===== src/rtl/tone_arb_pkg.sv =====
// Shared types and codes for the tone arbiter: FSM state encoding and
// the speaker-owner codes driven on out_src.
package tone_arb_pkg;

    typedef enum logic [1:0] {
        ST_IDLE = 2'd0,
        ST_BOX  = 2'd1,
        ST_KEY  = 2'd2,
        ST_GAP  = 2'd3
    } arb_state_t;

    localparam logic [1:0] SRC_SILENT = 2'd0;
    localparam logic [1:0] SRC_KEY    = 2'd1;
    localparam logic [1:0] SRC_BOX    = 2'd2;

    // Owner code presented to the speaker for a given state.
    function automatic logic [1:0] src_of(input arb_state_t st);
        case (st)
            ST_KEY:  return SRC_KEY;
            ST_BOX:  return SRC_BOX;
            default: return SRC_SILENT;
        endcase
    endfunction

endpackage


===== src/rtl/arb_timer.sv =====
// Saturating cycle counter with synchronous clear and count enable, plus a
// terminal-count compare against a caller-supplied limit. Shared between
// the key minimum-hold and the resume gap.
module arb_timer #(
    parameter int W = 8
) (
    input  logic         clk,
    input  logic         reset,
    input  logic         clear,
    input  logic         en,
    input  logic [W-1:0] limit,
    output logic [W-1:0] count,
    output logic         done
);

    // Count up while enabled, stick at all-ones instead of wrapping.
    always_ff @(posedge clk) begin
        if (reset || clear) begin
            count <= '0;
        end else if (en && (count != {W{1'b1}})) begin
            count <= count + 1'b1;
        end
    end

    assign done = (count >= limit);

endmodule


===== src/rtl/tone_arbiter.sv =====
// Speaker arbiter between a live piano key and a music box.
// A live key always wins; the music box resumes only after a silent gap
// following the last key release. All outputs are registered from
// next_state, so they lag the inputs by one cycle.
// Optional feature: define TONE_ARB_KEY_HOLD_EN to enforce a minimum of
// HOLD_CYCLES cycles of key ownership even for short key taps.
module tone_arbiter
    import tone_arb_pkg::*;
#(
    parameter int HOLD_CYCLES   = 1_000_000,
    parameter int RESUME_CYCLES = 50_000_000
) (
    input  logic        clk,
    input  logic        reset,
    input  logic        key_valid,
    input  logic [31:0] key_freq,
    input  logic        box_en,
    input  logic [31:0] box_freq,
    output logic        box_pause,
    output logic [31:0] out_freq,
    output logic [1:0]  out_src,
    output logic [1:0]  state_dbg
);

    localparam int CNT_MAX = (HOLD_CYCLES > RESUME_CYCLES) ? HOLD_CYCLES : RESUME_CYCLES;
    localparam int CNT_W   = $clog2(CNT_MAX + 1);

    localparam logic [CNT_W-1:0] RESUME_LIM = CNT_W'(RESUME_CYCLES - 1);
`ifdef TONE_ARB_KEY_HOLD_EN
    localparam logic [CNT_W-1:0] HOLD_LIM   = CNT_W'(HOLD_CYCLES - 1);
`endif

    arb_state_t       state;
    arb_state_t       next_state;
    logic             key_eff;
    logic             tmr_clear;
    logic             tmr_en;
    logic [CNT_W-1:0] tmr_limit;
    logic [CNT_W-1:0] tmr_count;
    logic             tmr_done;

    // A key with zero frequency is treated as no key at all.
    assign key_eff   = key_valid && (key_freq != 32'd0);
    assign state_dbg = state;

    // The single counter restarts whenever the FSM changes state.
    assign tmr_clear = (next_state != state);
`ifdef TONE_ARB_KEY_HOLD_EN
    assign tmr_en    = (state == ST_KEY) || (state == ST_GAP);
    assign tmr_limit = (state == ST_KEY) ? HOLD_LIM : RESUME_LIM;
`else
    assign tmr_en    = (state == ST_GAP);
    assign tmr_limit = RESUME_LIM;
`endif

    arb_timer #(.W(CNT_W)) u_timer (
        .clk   (clk),
        .reset (reset),
        .clear (tmr_clear),
        .en    (tmr_en),
        .limit (tmr_limit),
        .count (tmr_count),
        .done  (tmr_done)
    );

    // State register.
    always_ff @(posedge clk) begin
        if (reset) begin
            state <= ST_IDLE;
        end else begin
            state <= next_state;
        end
    end

    // Next-state selection; a live key takes priority in every state.
    always_comb begin
        next_state = state;
        case (state)
            ST_IDLE: begin
                if (key_eff)     next_state = ST_KEY;
                else if (box_en) next_state = ST_BOX;
            end
            ST_BOX: begin
                if (key_eff)      next_state = ST_KEY;
                else if (!box_en) next_state = ST_IDLE;
            end
            ST_KEY: begin
`ifdef TONE_ARB_KEY_HOLD_EN
                if (!key_eff && tmr_done)
`else
                if (!key_eff)
`endif
                    next_state = box_en ? ST_GAP : ST_IDLE;
            end
            ST_GAP: begin
                if (key_eff)       next_state = ST_KEY;
                else if (!box_en)  next_state = ST_IDLE;
                else if (tmr_done) next_state = ST_BOX;
            end
            default: next_state = ST_IDLE;
        endcase
    end

    // Registered speaker outputs; during a held-but-released key the last
    // effective key frequency is kept by simply not reloading out_freq.
    always_ff @(posedge clk) begin
        if (reset) begin
            out_freq  <= 32'd0;
            out_src   <= SRC_SILENT;
            box_pause <= 1'b1;
        end else begin
            out_src   <= src_of(next_state);
            box_pause <= (next_state != ST_BOX);
            case (next_state)
                ST_KEY: begin
                    if (key_eff) out_freq <= key_freq;
                end
                ST_BOX:  out_freq <= box_freq;
                default: out_freq <= 32'd0;
            endcase
        end
    end

endmodule


===== config.mk =====
export PLATFORM = sky130hd
export DESIGN_NAME = tone_arbiter
export DESIGN_NICKNAME = d
export VERILOG_FILES = /design/src/rtl/tone_arb_pkg.sv /design/src/rtl/arb_timer.sv /design/src/rtl/tone_arbiter.sv
export SDC_FILE = /design/constraint.sdc
export NUM_CORES = 1
export LEC_CHECK = 0
export ABC_AREA = 0
export BUFFER_PORTS_ARGS = -buffer_cell sky130_fd_sc_hd__buf_2
export CORE_MARGIN = 2
export CORE_UTILIZATION = 40
export DETAILED_ROUTE_END_ITERATION = 16
export PLACE_DENSITY = 0.65
export SYNTH_ARGS = -nofsm -noshare
export SYNTH_HDL_FRONTEND = slang
export SYNTH_SLANG_ARGS = --single-unit
export TNS_END_PERCENT = 50

===== constraint.sdc =====
create_clock -name clk -period 2.8 [get_ports clk]
set_input_delay 0.56 -clock clk [delete_from_list [all_inputs] [get_ports clk]]
set_output_delay 0.56 -clock clk [all_outputs]
set_load 0.01 [all_outputs]

# Word-level counts from Yosys, hierarchy flattened
# Cells that the tools add are included.
totals:
  input_bits: 68
  ff_bits: 63
  out_inout_bits: 37
  word_cells: 34
op_classes:
  addsub: 1
  n_mux: 13
  reduce_logical: 5
  magnitude_cmp: 1
  eq_ne: 9
op_table:
  columns: ["op", "n"]
  rows:
  - ["32-bit one-hot mux with 2 select lines", 1]
  - ["32-bit 2-to-1 mux", 1]
  - ["32-bit nonzero test", 1]
  - ["26-bit by 1-bit adder with 26-bit output, second input constant", 1]
  - ["26-bit >= comparator, second input constant", 1]
  - ["26-bit != test, second input constant", 1]
  - ["2-bit 2-to-1 mux", 9]
  - ["2-bit one-hot mux with 4 select lines", 1]
  - ["2-bit equality test, second input constant", 3]
  - ["2-bit by 1-bit equality test with 1-bit output, second input constant", 2]
  - ["2-bit one-hot mux with 2 select lines", 1]
  - ["1-bit logical AND", 2]
  - ["2-bit zero test", 1]
  - ["2-bit by 1-bit != test with 1-bit output, second input constant", 1]
  - ["2-bit != test", 1]
  - ["2-bit != test, second input constant", 1]
  - ["1-bit logical OR", 1]

# Longest topological paths before layout
# Gate-level depths: netlist of the first run.
logic_depth:
  word_depth: 7
  ltp_mapped: 15
  mapped_depth_nobuf: 11

# Cells and area by module
# From an unflattened synthesis of the first run, not the netlist that was laid out.
unflattened:
  cells_unflattened: 556
  hier_area_um2: 4551.9
by_module_without_submodules:
  columns: ["module", "cells_each", "area_each_um2", "instances", "seq_area_each_um2"]
  rows:
  - ["tone_arbiter", 308, 2586.2, 1, 740.7]
  - ["arb_timer", 248, 1965.6, 1, 520.5]

# Least setup slack after synthesis of the first run
# Ideal clock, no wire load.
synth_timing:
  path_kind: "register to register"
  startpoint: "register u_timer.count[0]"
  endpoint: "register out_freq[24]"
  synth_period_minus_slack_ps: 2976
  required_time_ps: 2730
  arrival_ps: 2906
  setup_ps: 70
  path_buffers: 3
  path_stages_with_launch: 15
  path_slack_ps: -176
  cell_sequence: "dfxtp_1 ha_1 and4_1 nand3_1 a2111oi_2 o21ai_0 a31oi_1 inv_1 ha_1 clkbuf_1 and2_1 buf_4 buf_2 or3_1 a21oi_1"
synth_between:
  elab_chain_cells: 7
  elab_cells_between_ends: 9
  classes_between: "1 x order compare; 3 x eq/ne; 5 x mux"
synth_lines:
  columns: ["element", "line_no", "rtl"]
  rows:
  - ["start, declared", "arb_timer.sv:12", "output logic [W-1:0] count,"]
  - ["start signal, assigned", "arb_timer.sv:21", "count <= count + 1'b1;"]
  - ["26-bit >= comparator (*)", "arb_timer.sv:25", "assign done = (count >= limit);"]
  - ["2-bit 2-to-1 mux (*)", "tone_arbiter.sv:98", "else if (tmr_done) next_state = ST_BOX;"]
  - ["2-bit 2-to-1 mux (*)", "tone_arbiter.sv:97", "else if (!box_en) next_state = ST_IDLE;"]
  - ["2-bit 2-to-1 mux (*)", "tone_arbiter.sv:96", "if (key_eff) next_state = ST_KEY;"]
  - ["2-bit one-hot mux with 4 select lines (*)", "tone_arbiter.sv:78", "case (state)"]
  - ["net next_state[1]", "tone_arbiter.sv:34", "arb_state_t next_state;"]
  - ["2-bit by 1-bit equality test with 1-bit output or 2-bit equality test (tied branches)", "tone_arbiter.sv:114", "case (next_state)"]
  - ["32-bit one-hot mux with 2 select lines or 2-bit != test (tied branches)", null, null]
  - ["end signal, assigned", "tone_arbiter.sv:116", "if (key_eff) out_freq <= key_freq;"]
  - ["end signal, assigned", "tone_arbiter.sv:118", "ST_BOX: out_freq <= box_freq;"]
  - ["end, declared", "tone_arbiter.sv:20", "output logic [31:0] out_freq,"]
# The timed path passes the listed nets; every way through them passes the cells marked *.
# A chain may end at the register's enable or synchronous reset.

# Final worst setup path of the first run
layout_timing:
  startpoint: "register u_timer.count[0]"
  endpoint: "register out_freq[19]"
# The elaborated chain is that of the path after synthesis.

==> impl_metrics.yaml, run 1 <==
cts:
  htreeDepth: 3
  cts_buffer_depth: 2
  numCtsBuffers: 9
  clk_pin_slew_ns: 0.07
  cts_tree: "done"
  holdBufCountCts: 0
  clock_latency_ns: 0.33
  root_buffer: "clkbuf_8"
  clock_sinks: 63
synthesis:
  synth.top_cells.by_area: "dfxtp_1 40%, a22oi_1 7.6%, or3_1 6.7%"
  syn_inst: 372
  async_flop_share_pct: 0
  ys_ff_latch: 63
  syn_area_mm2: 0.003164
  synth_common_cells: "63 x dfxtp_1, 47 x nand2_1, 36 x a21oi_1"
  yosys.area_share.simple_pct: 29.62
  synth-compound-area-share_pct: 17.32
  ys_warn_count: 0
  synthMuxAreaShare_pct: 0.6327
  synth_cell_types: 44
  yosysTopAreaCellShare_pct: 39.86
  syn-num-nets: 443
  synth_flop_cell: "dfxtp_1"
  syn_area_per_cell_um2: 8.506
  yosysSeqAreaShare_pct: 39.86
  synth-edff-count: 0
  synth_fa_ha_area_share_pct: 1.186
  yosys.area.top_type: "dfxtp_1"
  synth_top_family_by_area: "simple AND/OR/NAND/NOR gates"
  synth_xor_area_share_pct: 6.089
  synth.most_common_cell: "dfxtp_1"
setup_path:
  worstSetupPathType: "flop to flop"
  timing.rr.end: "out_freq[19]$_SDFFE_PP0P_"
  crit_start: "u_timer.count[0]$_SDFFE_PP0P_"
  cp-endpoint: "out_freq[19]$_SDFFE_PP0P_"
  path_cells: "ha_4 -> and4_4 -> nand3_4 -> a2111oi_4 -> o21ai_2 -> a31oi_1 -> inv_1 -> ha_2 -> and2_4 -> buf_4 -> or3_4 -> a21oi_2"
  endpoint_kind: "flop"
  cp.required_ns: 3.06
  cp_slowest_cell: "a2111oi_4"
  r2r_start: "u_timer.count[0]$_SDFFE_PP0P_"
  rr_worst_depth: 12
  crit_fanout: 11
  reg2reg_slack_ns: 0.11
  startpoint_type: "flop"
  max_stage_delay_ns: 0.41
  crit_arrival_ns: 2.96
sta:
  fin_skew_ns: 0.01027
  fmax_ghz: 0.3714
  rsz0062_at_grt: "yes"
  slew_headroom_pct: 72.20
  tightestPinTransition_ns: 0.4136
  fin_setup_tns_ns: 0
  slew_violations: 0
  hold_viol_final: 0
  fin_crit_ns: 2.693
  period_share_pct: 96.16
  finalSetupViolCount: 0
flow_run:
  maxCapViolCount: 0
detailed_routing:
  ant_nets: 0
  drtIter0Drc: 86
  finalWirelength_um: 8513
  drc: 0
  vias_per_cell: 5.206
  vias: 3134
  drt_pass1_iterations: 4
  wl_per_cell_um: 14.14
placed_design:
  dp_cells: 583
  hpwl_um: 6247
  globalplace.congestion: 0.8301
  port_buffers: 104
final_layout:
  nFillCells: 733
  finalNetCount: 566
  final_layout_size_suffix_gt1_share_pct: 41.20
  antenna_cells: 0
  final_cell_count_no_fill: 602
  multi_input_area_mm2: 0.001844
  areaGrowthSynthToFinish_pct: 35.47
  regArea_mm2: 0.001266
floorplanning:
  dieHeight_um: 92.94
  core-area_mm2: 0.007687
  rows: 32
  io_pins: 105
  dieArea_mm2: 0.008638
  die_w_um: 92.94
  initial_core_util_pct: 41.16
global_routing:
  antenna_found_initial: 0
  grt_pass1_wl_um: 13050
  gr-total-overflow: 0
  grt_max_degree: 38
  grt_pass1_vias: 2807
  grt_usage_pct: 18.83
worst_hold_path:
  hp-class: "flop to flop"
power_and_ir_drop:
  total_power_w: 0.002036
  power_density_mw_per_mm2: 475.0
  ir_drop_uv: 265.1
  p_leak_nw: 1.659
outcome:
  status: "finished clean"
[layout by cell type, fill, tap and decap left out, types with 2 or more instances in the layout]
master    synthesis  layout
dfxtp_1          63      61
clkinv_2          0       2
a22oi_1          32      32
o21ai_2           1       2
xor2_1            9       9
nand3_1           8       7
nor2_1           20      20
a21oi_2           1       7
ha_4              0       2
buf_6             6       2
mux2i_1           2       2
nor2b_1           2       2
nor3_1            2       2
buf_12            0       3
nand2_1          47      47
or2_2             2       2
or3_4             0       5
buf_4             1      25
or3_1            34      29
a211oi_1          2       2
a31oi_1           2       2
a21oi_1          36      30
inv_1             7       7
buf_2             2     104
nand4_1           8       8
nor3_2            2       2
and3_1            3       3
nor4_1            9       9
nor2_2           21      21
clkbuf_8          0      12
xnor2_1          13      13
[sequential cells by signal (all words and copies together) (netlist names)]
| signal | cells |
|---|---|
| box_pause | 1 |
| out_src | 2 |
| u_timer.count | 26 |
| out_freq | 32 |
| state_dbg | 2 |
[stage by stage]
| step | worst slack (ns) | cell area (µm²) | util (%) | hold WS, ns |
|---|---|---|---|---|
| after floorplan | 0.0008122 | 3198 | - | 0.4761 |
| after global placement | -0.02611 | 3960 | 51.51 | 0.4366 |
| after detailed placement | -0.01790 | 3960 | 51.51 | 0.4405 |
| after CTS | -0.002197 | 4177 | 54.33 | 0.4502 |
| after global routing | -0.07675 | 4287 | 55.76 | 0.4729 |
| final | 0.1074 | 4287 | 55.76 | 0.4484 |
[where the power goes]
| part | internal [W] | total [W] | switching (W) |
|---|---|---|---|
| clock network | 0.000482 | 0.000813 | 0.000331 |
| registers | 0.000920 | 0.000934 | 0.0000142 |
| logic | 0.000137 | 0.000290 | 0.000152 |
[metal layers]
layer	GRT usage, %	wire [µm]	vias to the layer above
li1	-	-	1579
met1	24.38	3905	1462
met2	30.98	4072	82
met3	3.580	417	11
met4	7.230	117	0
met5	0	0	-
[cell families after synthesis]
group | after synthesis
AND/OR/NAND/NOR | 170
AO/OA/AOI/OAI | 81
flip-flops | 63
buffers and inverters | 31
XOR/XNOR | 22
adder cells (fa/ha/maj) | 3
multiplexers | 2
[critical path: cells and delay by family (launching register included)]
family | cells | cell delay [ns]
flops | 1 | 0.37
fa+ha+maj | 2 | 0.32
compound gates | 4 | 0.87
simple gates | 4 | 0.84
buf+inv | 2 | 0.24
[repair_timing]
item | 4_1_cts | 5_1_grt
setup endpoints to repair | 1 | 32
pin swaps | 0 | 25
setup buffers | 0 | 2
gates cloned | 0 | 1
resized for setup | 2 | 22
[worst min-delay path by stage]
stage	slack [ns]	start	endpoint	depth (start not counted)
finish	0.45	out_freq[13]$_SDFFE_PP0P_	out_freq[13]$_SDFFE_PP0P_	2
global route	0.47	out_freq[26]$_SDFFE_PP0P_	out_freq[26]$_SDFFE_PP0P_	2
CTS	0.45	out_freq[16]$_SDFFE_PP0P_	out_freq[16]$_SDFFE_PP0P_	2
detailed placement	0.44	out_freq[16]$_SDFFE_PP0P_	out_freq[16]$_SDFFE_PP0P_	2
global placement	0.44	out_freq[9]$_SDFFE_PP0P_	out_freq[9]$_SDFFE_PP0P_	2
floorplan	0.48	out_freq[0]$_SDFFE_PP0P_	out_freq[0]$_SDFFE_PP0P_	2
[cell type report]
cell class | count | area share, %
Inverter | 7 | 0.6130
Clock inverter | 3 | 0.9340
Clock buffer | 13 | 3.940
Multi-Input combinational cell | 278 | 43.02
Tap cell | 102 | 2.977
Sequential cell | 63 | 29.54
Timing Repair Buffer | 136 | 18.97
Note: power is estimated with default switching activity, not from simulation.
==> run 2, diff against run 1 <==
Settings changed: PLACE_DENSITY 0.65 to 0.63.
Clock period 2.8 ns to 2.85 ns, I/O delays scaled along.
==> run 2 against run 1 <==
Net effect: combinational power fell by 6%; power fell by 0.23%; sequential power shrank 2%; utilization decreased by 0.94 points; flip-flop and latch count stayed put; critical path type unchanged; largest cell class unchanged; largest power group unchanged.
==> impl_metrics.yaml, run 2 (synthesis results as in run 1) <==
setup_path:
  r2r_start: "u_timer.count[1]$_SDFFE_PP0P_"
  startpoint_type: "flop"
  cp.required_ns: 3.12
  max_stage_delay_ns: 0.42
  cp_slowest_cell: "a2111oi_4"
  crit_start: "u_timer.count[1]$_SDFFE_PP0P_"
  crit_family: "compound AO/OA/AOI/OAI gates"
  rr_worst_depth: 12
  endpoint_kind: "flop"
  cp-endpoint: "out_freq[3]$_SDFFE_PP0P_"
  crit_fanout: 31
  worstSetupPathType: "flop to flop"
  worst-path-buf-inv: 2
  crit_arrival_ns: 2.95
  timing.rr.end: "out_freq[3]$_SDFFE_PP0P_"
  cp_common_cell: "ha_2"
  cp.depth: 12
  reg2reg_slack_ns: 0.17
  path_cells: "ha_2 -> and4_4 -> nand3_2 -> a2111oi_4 -> o21ai_2 -> a31oi_2 -> inv_1 -> ha_2 -> and2_4 -> buf_12 -> or3_1 -> a21oi_1"
detailed_routing:
  vias_per_cell: 5.139
  finalWirelength_um: 8291
  ant_nets: 0
  drt_pass1_iterations: 4
  wl_per_cell_um: 13.93
  drtIter0Drc: 82
  vias: 3058
  drc: 0
cts:
  root_buffer: "clkbuf_8"
  htreeDepth: 3
  holdBufCountCts: 0
  numCtsBuffers: 9
  clk_pin_slew_ns: 0.07
  clock_latency_ns: 0.34
  clock_sinks: 63
  cts_tree: "done"
  cts_buffer_depth: 2
final_layout:
  nFillCells: 769
  final_layout_size_suffix_gt1_share_pct: 39.35
  areaGrowthSynthToFinish_pct: 33.18
  utilization_pct: 54.82
  layout_common_cells: "104 x buf_2, 61 x dfxtp_1, 47 x nand2_1"
  regMostFlops: "out_freq"
  layout_commonest_cell: "buf_2"
  multi_input_area_mm2: 0.001804
  largest_reg_flops: 32
  regArea_mm2: 0.001264
  finalNetCount: 559
  antenna_cells: 0
  largestRegisters: "out_freq x32, u_timer.count x26"
flow_run:
  maxCapViolCount: 0
sta:
  finalSetupViolCount: 0
  period_share_pct: 94.12
  slew_violations: 0
  whs_ns: 0.4506
  slew_headroom_pct: 68.47
  fmax_ghz: 0.3728
  hold_viol_final: 0
  fin_skew_ns: 0.01144
  fin_crit_ns: 2.683
  tightestPinTransition_ns: 0.4704
placed_design:
  globalplace.congestion: 0.8021
  hpwl_um: 5996
  port_buffers: 104
power_and_ir_drop:
  power_frac_seq_pct: 45.2
  internal_power_w: 0.001521
  ir_drop_uv: 191.9
  power_density_mw_per_mm2: 482.1
  power_frac_clock_pct: 41.4
  power.net_switching_w: 0.0005108
  sw_frac_of_total_pct: 25.14
  p_leak_nw: 1.617
  pwr-share-comb_pct: 13.4
floorplanning:
  dieHeight_um: 92.94
  initial_core_util_pct: 41.16
  core-area_mm2: 0.007687
  rows: 32
  io_pins: 105
  dieArea_mm2: 0.008638
  die_w_um: 92.94
global_routing:
  gr-total-overflow: 0
  grt_max_degree: 38
  grt_pass1_vias: 2886
  antenna_found_initial: 0
  grt_pass1_wl_um: 13130
  grt_usage_pct: 19.04
outcome:
  status: "finished clean"
worst_hold_path:
  hp-class: "flop to flop"
  whs_path_depth: 2
## run 2: worst register-to-register path: stages, from the launching register on
cell,delay [ns]
dfxtp_2,0.33
ha_2,0.18
and4_4,0.21
nand3_2,0.09
a2111oi_4,0.42
o21ai_2,0.11
a31oi_2,0.21
inv_1,0.06
ha_2,0.18
and2_4,0.16
buf_12,0.16
or3_1,0.37
a21oi_1,0.14
## run 2: stage by stage
step	std cells	setup TNS (ns)	power, W	cell area (µm²)	worst slack [ns]
final	595	0	0.002032	4214	0.1675
after global routing	595	-0.0001672	0.002130	4214	-0.0001672
after global placement	576	-0.1884	0.001197	3909	-0.03239
after floorplan	372	0	0.001082	3186	0.008282
after CTS	592	0	0.002042	4121	0.03071
after detailed placement	576	-2.271	0.001199	3909	-0.09462
## run 2: cell type report
type	count	area share [%]
tap	102	3.028
timing repair buffer	129	18.50
clock inverter	6	2.019
multi-input combinational	278	42.81
clock buffer	10	3.028
sequential	63	29.99
inverter	7	0.6235
## run 2: repair_timing
| action | in CTS | in global routing |
|---|---|---|
| setup endpoints to repair | 0 | 32 |
| gates resized for setup | 0 | 14 |
| buffers inserted | 0 | 2 |
## run 2: how the worst min path moves through the flow
| stage | startpoint | end | slack, ns |
|---|---|---|---|
| 6_report | out_freq[10]$_SDFFE_PP0P_ | out_freq[10]$_SDFFE_PP0P_ | 0.45 |
| 5_1_grt | out_freq[10]$_SDFFE_PP0P_ | out_freq[10]$_SDFFE_PP0P_ | 0.47 |
| 4_1_cts | out_freq[28]$_SDFFE_PP0P_ | out_freq[28]$_SDFFE_PP0P_ | 0.45 |
| 3_5_place_dp | out_freq[28]$_SDFFE_PP0P_ | out_freq[28]$_SDFFE_PP0P_ | 0.44 |
| 3_3_place_gp | out_freq[25]$_SDFFE_PP0P_ | out_freq[25]$_SDFFE_PP0P_ | 0.44 |
| 2_1_floorplan | out_freq[0]$_SDFFE_PP0P_ | out_freq[0]$_SDFFE_PP0P_ | 0.48 |
## run 2: power groups by stage
stage          logic [W]  clock network, W  registers [W]
2_1_floorplan   0.000134                 0       0.000948
3_3_place_gp    0.000259                 0       0.000938
3_5_place_dp    0.000262                 0       0.000937
4_1_cts         0.000262          0.000862       0.000918
5_1_grt         0.000300          0.000909       0.000921
6_report        0.000273          0.000840       0.000918
## run 2: per-layer routing
layer	part of all wire, %	track usage [%]
met4	0.98	7.598
met2	50	31.82
met3	4.9	4.150
met1	45	23.79
met5	0	0
==> run 3, diff against run 2 <==
Clock period 2.85 ns to 2.66 ns, I/O delays scaled along.
==> run 3 against run 2 <==
Net effect: clock skew decreased by 0.0038 ns; worst setup slack got worse by 0.14 ns; global-route usage increased by 0.89 points; sequential share of layout area decreased by 1.2 points; register-to-register slack got worse by 0.14 ns; non-clock buffer count increased by 13; critical path type unchanged; largest power group unchanged.
==> impl_metrics.yaml, run 3 (synthesis results as in run 1) <==
detailed_routing:
  ant_nets: 0
  finalWirelength_um: 8967
  drt_pass1_iterations: 4
  vias_per_cell: 5.211
  drc: 0
  vias: 3189
  wl_per_cell_um: 14.65
  drtIter0Drc: 148
floorplanning:
  dieHeight_um: 92.94
  rows: 32
  die_w_um: 92.94
  io_pins: 105
  core-area_mm2: 0.007687
  initial_core_util_pct: 41.16
  dieArea_mm2: 0.008638
sta:
  rsz0062_at_grt: "yes"
  period_share_pct: 98.79
  slew_headroom_pct: 71.32
  fmax_ghz: 0.3805
  slew_violations: 0
  tightestPinTransition_ns: 0.4267
  fin_setup_tns_ns: 0
  fin_skew_ns: 0.007679
  finalSetupViolCount: 0
  hold_viol_final: 0
  fin_crit_ns: 2.628
setup_path:
  crit_start: "u_timer.count[1]$_SDFFE_PP0P_"
  startpoint_type: "flop"
  cp.required_ns: 2.88
  worst-path-buf-inv: 2
  cp-endpoint: "out_freq[3]$_SDFFE_PP0P_"
  path_cells: "ha_4 -> and4_4 -> nand3_4 -> a2111oi_4 -> o21ai_2 -> a31oi_4 -> inv_2 -> ha_4 -> buf_6 -> a22oi_1 -> or3_4 -> a21oi_2"
  crit_family: "compound AO/OA/AOI/OAI gates"
  endpoint_kind: "flop"
  reg2reg_slack_ns: 0.03
  cp_slowest_cell: "a2111oi_4"
  worstSetupPathType: "flop to flop"
  timing.rr.end: "out_freq[3]$_SDFFE_PP0P_"
  crit_arrival_ns: 2.84
  cp.depth: 12
  rr_worst_depth: 12
  r2r_start: "u_timer.count[1]$_SDFFE_PP0P_"
  cp_common_cell: "ha_4"
  crit_fanout: 17
  max_stage_delay_ns: 0.40
global_routing:
  grt_pass1_wl_um: 13580
  antenna_found_initial: 0
  grt_usage_pct: 19.93
  grt_max_degree: 38
  grt_pass1_vias: 2842
  gr-total-overflow: 0
power_and_ir_drop:
  p_leak_nw: 1.700
  ir_drop_uv: 228.1
  total_power_w: 0.002120
  power_density_mw_per_mm2: 482.7
flow_run:
  maxCapViolCount: 0
final_layout:
  nFillCells: 738
  layout_commonest_cell: "buf_2"
  final_cell_count_no_fill: 612
  finalNetCount: 576
  regMostFlops: "out_freq"
  largestRegisters: "out_freq x32, u_timer.count x26"
  largest_reg_flops: 32
  areaGrowthSynthToFinish_pct: 38.83
  final_layout_size_suffix_gt1_share_pct: 42.75
  antenna_cells: 0
  layout_common_cells: "104 x buf_2, 61 x dfxtp_1, 47 x nand2_1"
cts:
  clock_sinks: 63
  cts_tree: "done"
  root_buffer: "clkbuf_8"
  clock_latency_ns: 0.34
  cts_buffer_depth: 2
  clk_pin_slew_ns: 0.07
  htreeDepth: 3
  numCtsBuffers: 9
  holdBufCountCts: 0
outcome:
  status: "finished clean"
placed_design:
  dp_cells: 591
  hpwl_um: 6381
  port_buffers: 104
  globalplace.congestion: 0.8518
worst_hold_path:
  whs_path_depth: 2
  hp-class: "flop to flop"
run 3: cell types whose count changed in the layout (fill, tap and decap cells not counted), sizes merged:
cell      previous run  this run
buf                128       142
and2                 2         6
clkinvlp             2         0
bufinv               2         1
clkbuf              11        12
clkinv               2         3
run 3: power by group:
part | total, W | leakage, nW | switching [W] | internal, W
logic | 0.000322 | 1.09 | 0.000173 | 0.000149
registers | 0.000984 | 0.512 | 0.0000146 | 0.000969
clock network | 0.000815 | 0.100 | 0.000361 | 0.000454
run 3: area by class of cell:
| type | count | area (µm²) | share of cell area [%] |
|---|---|---|---|
| clock buffer | 12 | 145.1 | 3.304 |
| clock inverter | 4 | 45.04 | 1.025 |
| inverter | 7 | 26.28 | 0.5981 |
| multi-input combinational | 282 | 1934 | 44.03 |
| sequential | 63 | 1264 | 28.77 |
| tap | 102 | 127.6 | 2.905 |
| timing repair buffer | 142 | 850.8 | 19.37 |
run 3: worst min path at each step:
stage | from | endpoint | slack (ns)
finish | out_freq[31]$_SDFFE_PP0P_ | out_freq[31]$_SDFFE_PP0P_ | 0.45
CTS | out_freq[23]$_SDFFE_PP0P_ | out_freq[23]$_SDFFE_PP0P_ | 0.45
detailed placement | out_freq[23]$_SDFFE_PP0P_ | out_freq[23]$_SDFFE_PP0P_ | 0.45
global route | out_freq[9]$_SDFFE_PP0P_ | out_freq[9]$_SDFFE_PP0P_ | 0.47
global placement | out_freq[2]$_SDFFE_PP0P_ | out_freq[2]$_SDFFE_PP0P_ | 0.44
floorplan | out_freq[0]$_SDFFE_PP0P_ | out_freq[0]$_SDFFE_PP0P_ | 0.48
run 3: metal layers:
metal	part of all wire (%)	global-route usage (%)
met2	47	31.70
met3	5.5	4.150
met1	46	26.06
met4	2.0	8.701
met5	0	0
run 3: timing repair:
action	in CTS	in global routing
resized for setup	6	21
setup endpoints to repair	32	32
pin swaps	0	4
cloned	1	3
buffers inserted	0	1
run 3: tightest hold or removal path: cells and delay by family, from the launching register on:
family          cells  cell delay (ns)
flops               1             0.31
compound gates      1             0.05
simple gates        1             0.05
run 3: through the flow:
stage               hold slack (ns)  worst slack, ns  utilization, %  instance area, µm²
finish                       0.4535          0.03211           57.15                4393
global route                 0.4724          -0.1029           57.15                4393
CTS                          0.4542          0.02079           55.55                4270
detailed placement           0.4455          -0.1310           52.65                4048
global placement             0.4358         -0.06720           52.65                4048
floorplan                    0.4761        -0.009408               -                3272
